`src/rtl/pipe_skid_reg_pkg.sv`:
```
// ---------------------------------------------------------------------------
// pipe_skid_reg_pkg
// Shared pipeline definitions for stage-boundary blocks and their benches.
//   skid_state_t       : occupancy of a two-entry elastic register
//                        (EMPTY = nothing held, BUSY = main only,
//                         FULL = main + skid)
//   DEFAULT_DATA_WIDTH : default payload width across a stage boundary
// ---------------------------------------------------------------------------
package pipe_skid_reg_pkg;

    typedef enum logic [1:0] {
        EMPTY = 2'd0,
        BUSY  = 2'd1,
        FULL  = 2'd2
    } skid_state_t;

    localparam int DEFAULT_DATA_WIDTH = 32;

endpackage

```
`src/rtl/pipe_skid_reg_if.sv`:
```
// ---------------------------------------------------------------------------
// pipe_skid_reg_if
// Valid/ready stage-boundary bundle with flush.
//   i_valid/i_data/o_ready : upstream handshake (payload into the block)
//   o_valid/o_data/i_ready : downstream handshake (payload out of the block)
//   i_flush                : squash everything held by the block
// Modports:
//   slave  : the pipeline register itself
//   master : whatever drives/consumes it (neighbouring stages or a bench)
// ---------------------------------------------------------------------------
interface pipe_skid_reg_if
    import pipe_skid_reg_pkg::*;
#(
    parameter int DATA_WIDTH = DEFAULT_DATA_WIDTH
);

    logic                  i_valid;
    logic [DATA_WIDTH-1:0] i_data;
    logic                  o_ready;
    logic                  o_valid;
    logic [DATA_WIDTH-1:0] o_data;
    logic                  i_ready;
    logic                  i_flush;

    modport slave (
        input  i_valid,
        input  i_data,
        input  i_ready,
        input  i_flush,
        output o_ready,
        output o_valid,
        output o_data
    );

    modport master (
        output i_valid,
        output i_data,
        output i_ready,
        output i_flush,
        input  o_ready,
        input  o_valid,
        input  o_data
    );

endinterface

```
`src/rtl/pipe_skid_reg.sv`:
```
// ---------------------------------------------------------------------------
// pipe_skid_reg
// Two-entry elastic pipeline register. Absorbs one cycle of downstream
// back-pressure so that o_ready never depends combinationally on i_ready.
// A synchronous flush empties the block without touching the data registers.
// Ports:
//   clk  : clock, all state changes on the rising edge
//   rst  : synchronous active-high reset (beats flush and handshakes)
//   bus  : pipe_skid_reg_if.slave (valid/ready in, valid/ready out, flush)
// ---------------------------------------------------------------------------
module pipe_skid_reg
    import pipe_skid_reg_pkg::*;
#(
    parameter int DATA_WIDTH = DEFAULT_DATA_WIDTH
) (
    input  logic                 clk,
    input  logic                 rst,
    pipe_skid_reg_if.slave       bus
);

    skid_state_t           state_reg;
    skid_state_t           state_next;
    logic [DATA_WIDTH-1:0] main_reg;
    logic [DATA_WIDTH-1:0] main_next;
    logic [DATA_WIDTH-1:0] skid_reg;
    logic [DATA_WIDTH-1:0] skid_next;
    logic                  valid_reg;
    logic                  ready_reg;

    logic                  in_fire;
    logic                  out_fire;

    // Handshake flags come only from registered state, so there is no
    // combinational path from i_valid/i_ready to o_ready/o_valid.
    assign in_fire  = bus.i_valid & ready_reg;
    assign out_fire = valid_reg & bus.i_ready;

    assign bus.o_valid = valid_reg;
    assign bus.o_ready = ready_reg;
    assign bus.o_data  = main_reg;

    always_comb begin
        state_next = state_reg;
        main_next  = main_reg;
        skid_next  = skid_reg;

        unique case (state_reg)
            EMPTY: begin
                if (in_fire) begin
                    main_next  = bus.i_data;
                    state_next = BUSY;
                end
            end
            BUSY: begin
                if (in_fire && out_fire) begin
                    main_next = bus.i_data;
                end else if (in_fire) begin
                    // Downstream stalled: park the newer payload behind main.
                    skid_next  = bus.i_data;
                    state_next = FULL;
                end else if (out_fire) begin
                    state_next = EMPTY;
                end
            end
            FULL: begin
                if (out_fire) begin
                    main_next  = skid_reg;
                    state_next = BUSY;
                end
            end
            default: begin
                state_next = EMPTY;
            end
        endcase

        // Squash: drop occupancy only; data registers keep their contents
        // since o_valid = 0 tells downstream to ignore o_data.
        if (bus.i_flush) begin
            state_next = EMPTY;
            main_next  = main_reg;
            skid_next  = skid_reg;
        end
    end

    always_ff @(posedge clk) begin
        if (rst) begin
            state_reg <= EMPTY;
            main_reg  <= '0;
            skid_reg  <= '0;
            valid_reg <= 1'b0;
            ready_reg <= 1'b1;
        end else begin
            state_reg <= state_next;
            main_reg  <= main_next;
            skid_reg  <= skid_next;
            // Output flags are registered copies of the decoded next state.
            valid_reg <= (state_next != EMPTY);
            ready_reg <= (state_next != FULL);
        end
    end

    // ------------------------------------------------------------------
    // Assertions
    // ------------------------------------------------------------------
    a_no_in_fire_full : assert property (@(posedge clk) disable iff (rst)
        (state_reg == FULL) |-> !in_fire);

    a_out_stable : assert property (@(posedge clk) disable iff (rst)
        (valid_reg && !bus.i_ready && !bus.i_flush) |=>
            (valid_reg && $stable(main_reg)));

    a_state_legal : assert property (@(posedge clk) disable iff (rst)
        state_reg inside {EMPTY, BUSY, FULL});

endmodule

```
`src/flat_wrapper.sv`:
```
// flat-port wrapper written by rule: the top's interface ports become plain ports
module pipe_skid_reg_flat import pipe_skid_reg_pkg::*;
#(
    parameter int DATA_WIDTH = DEFAULT_DATA_WIDTH
)
  (clk, rst, bus_i_valid, bus_i_data, bus_i_ready, bus_i_flush, bus_o_ready, bus_o_valid, bus_o_data);
  pipe_skid_reg_if #(.DATA_WIDTH(DATA_WIDTH)) bus_i ();
  input  logic clk;
  input  logic rst;
  input wire logic [$bits(bus_i.i_valid)-1:0] bus_i_valid;
  input wire logic [$bits(bus_i.i_data)-1:0] bus_i_data;
  input wire logic [$bits(bus_i.i_ready)-1:0] bus_i_ready;
  input wire logic [$bits(bus_i.i_flush)-1:0] bus_i_flush;
  output wire logic [$bits(bus_i.o_ready)-1:0] bus_o_ready;
  output wire logic [$bits(bus_i.o_valid)-1:0] bus_o_valid;
  output wire logic [$bits(bus_i.o_data)-1:0] bus_o_data;
  assign bus_i.i_valid = bus_i_valid;
  assign bus_i.i_data = bus_i_data;
  assign bus_i.i_ready = bus_i_ready;
  assign bus_i.i_flush = bus_i_flush;
  assign bus_o_ready = bus_i.o_ready;
  assign bus_o_valid = bus_i.o_valid;
  assign bus_o_data = bus_i.o_data;
  pipe_skid_reg #(.DATA_WIDTH(DATA_WIDTH)) u_core (.clk(clk), .rst(rst), .bus(bus_i));
endmodule
```
`config.mk`:
```
export PLATFORM = sky130hd
export DESIGN_NAME = pipe_skid_reg_flat
export DESIGN_NICKNAME = d
export VERILOG_FILES = /design/src/rtl/pipe_skid_reg_pkg.sv /design/src/rtl/pipe_skid_reg_if.sv /design/src/rtl/pipe_skid_reg.sv /design/src/flat_wrapper.sv
export SDC_FILE = /design/constraint.sdc
export NUM_CORES = 1
export LEC_CHECK = 0
export ABC_AREA = 0
export CELL_PAD_IN_SITES_DETAIL_PLACEMENT = 1
export CELL_PAD_IN_SITES_GLOBAL_PLACEMENT = 2
export CORE_MARGIN = 4
export CORE_UTILIZATION = 29
export DETAILED_ROUTE_END_ITERATION = 10
export PLACE_DENSITY = 0.85
export SYNTH_ARGS = -nofsm -noshare
export SYNTH_HDL_FRONTEND = slang
export SYNTH_SLANG_ARGS = --single-unit
```
`constraint.sdc`:
```
create_clock -name clk -period 2.3 [get_ports clk]
set_clock_uncertainty 0.15 [all_clocks]
set_input_delay 0.69 -clock clk [delete_from_list [all_inputs] [get_ports clk]]
set_output_delay 0.69 -clock clk [all_outputs]
set_load 0.005 [all_outputs]
```
==> metrics <==
outcome complete, no violations; Post-Syn Instances 307; Core ar. 0.00942 mm²; DRC viols 0; CTS buffer count 9; post-route cell area 0.00403 mm²; Top-Level Pins 71; unrepaired setup endpoints after global routing no; routed via count 2446; vias per cell 4.70; Synth cell types 25; Final min period 2190 ps; yosys warns 0; Final Max Slew Viols 0; CTS root buf clkbuf_8; Worst slew margin 62.6%; Detailed Route Iter0 Violations 55; post-synthesis cell area 0.00286 mm²; reg2reg path depth 6; layout cells sized above 1 17.4%; share of the synthesized area in the top cell type 47.6%; Area growth syn-to-layout 40.7%; ant diodes 0; per-cell routed wire length 14.9 µm; Max Clk Rate 457 MHz; Tightest Pin Transition 561 ps; clk sink count 68; Clk Latency, worst-skew pair 340 ps; final RePlAce weighted congestion 0.729; HP Class flip-flop to flip-flop; Leak 1.60 nW; die height 107 µm; arrival time worst endpoint 2290 ps; Setup violations, final 0; Final #Nets 423; biggest area consumer among synthesized cells dfxtp_1; CTS tree built; top_reg_cell synth dfxtp_1; Die ar. 0.0115 mm²; number of global-route vias before repair 2479; Async S/R FF share, synth 0%; Final period util 95.1%; Post-Route Utilization 42.8%; hold depth 2; Seq/Total Area, Yosys 47.6%; GRT overflow 0; Pre-Repair DR Iteration Count 4; hold buffer count at CTS 0; Synth area leaders dfxtp_1, a211oi_2, mux2i_1; clock-pin slew on the worst setup and hold paths 70 ps; H-tree depth 3; Final Hold Viols 0; drt total wl 7.76 mm; pwr dens 650 mW/mm²; largest net degree at the start of global routing 35; synthesized flop and latch total 68; fillcell total 1078; critical path required time 2410 ps; initial antenna violation count 0; Die X 107 µm; Total GRT Usage 13.9%; worst hold slack 304 ps; Crit Path Max Fanout 30; Max-Cap Viols 0; CP Launch Type input port; Rows 35; synth cell count leaders dfxtp_1, nand2_1, a21oi_1; type of the worst setup path input port to flip-flop; I/O Buffers 70; post-route ant nets 0; worst vdd ir 0.000341 V; Worst setup EP type flip-flop; Max Root-Sink Buffers 2; starting density of the core 30.4%; first-pass GRT wire length 12.7 mm; area of placed instances 0.00380 mm²; syn_nets 344; count leader, synth dfxtp_1; average size of a mapped cell 9.32 µm²; hpwl dp 5.29 mm; Post-synth EDFFs 0
-- worst paths after layout --
check / startpoint / slack [ps] / end
worst max register to register: u_core.state_reg[1] / 490 / u_core.bus.o_data[14]
worst max-delay path: bus_i_valid / 110 / u_core.bus.o_data[14]
worst min-delay path: u_core.skid_reg[13] / 300 / u_core.skid_reg[13]
worst min register to register: u_core.skid_reg[13] / 300 / u_core.skid_reg[13]
-- metal layers --
| layer | track usage [%] | up-vias | share of wire (%) |
|---|---|---|---|
| met1 | 17.4 | 1181 | 45 |
| met5 | 0 | - | 0 |
| met2 | 23.1 | 45 | 50 |
| met4 | 4.38 | 0 | 1.1 |
| met3 | 3.84 | 8 | 3.8 |
| li1 | - | 1212 | - |
-- cell usage in the layout, fill, tap and decap left out, drive strengths merged --
cell and n:
or2 1, a21oi 34, nand3 2, nor2 33, nor3 3, a211oi 32
bufinv 1, a311oi 1, clkdlybuf4s50 69, a221oi 1, o21ai 1, buf 22
a21boi 1, clkbuf 12, nand3b 1, nand2 67, clkinv 3, or3 1
mux2i 32, clkinvlp 1, nand4b 1, inv 1, nand2b 1, and2 2
dfxtp 68
-- power breakdown --
group | total [W] | switching, W | internal (W)
Clock | 0.000948 | 0.000452 | 0.000496
Sequential | 0.00126 | 0.0000311 | 0.00123
Combinational | 0.000406 | 0.000176 | 0.000231
-- final cells by class --
type                       instances  area [µm²]  share of cell area (%)
multi-input combinational        214        1370                    34.1
sequential                        68        1360                    33.8
timing repair buffer              92         941                    23.4
tap                              129         161                    4.01
clock buffer                      11         131                    3.26
clock inverter                     5        52.6                    1.31
inverter                           1        3.75                  0.0933
-- critical path: stages --
cell,delay (ps)
clkdlybuf4s50_1,520
nand3b_1,170
a221oi_4,280
buf_4,170
buf_12,180
nor2_1,70
a211oi_2,180
-- cells by family after synthesis --
logic type / Yosys count / synth area share (%)
and+or+nand+nor: 112 / 15.7
AOI/OAI and AO/OA: 70 / 20.9
DFF: 68 / 47.6
muxes: 32 / 11.2
buffers and inverters: 25 / 4.64
-- timing repair --
item,CTS,global route
setup endpoints to repair,0,15
gates resized for setup,0,0
buffers inserted,0,2
-- through the flow --
| stage | total power [W] | TNS, ps | std cells | setup WS [ps] |
|---|---|---|---|---|
| final | 0.00262 | 0 | 520 | 113 |
| after global routing | 0.00276 | 0 | 520 | 14.7 |
| after CTS | 0.00266 | 0 | 517 | 69.4 |
| after detailed placement | 0.00169 | -9850 | 501 | -283 |
| after global placement | 0.00168 | -7090 | 501 | -199 |
| after floorplan | 0.00147 | 0 | 307 | 380 |
Note: power is estimated with default switching activity, not from simulation.
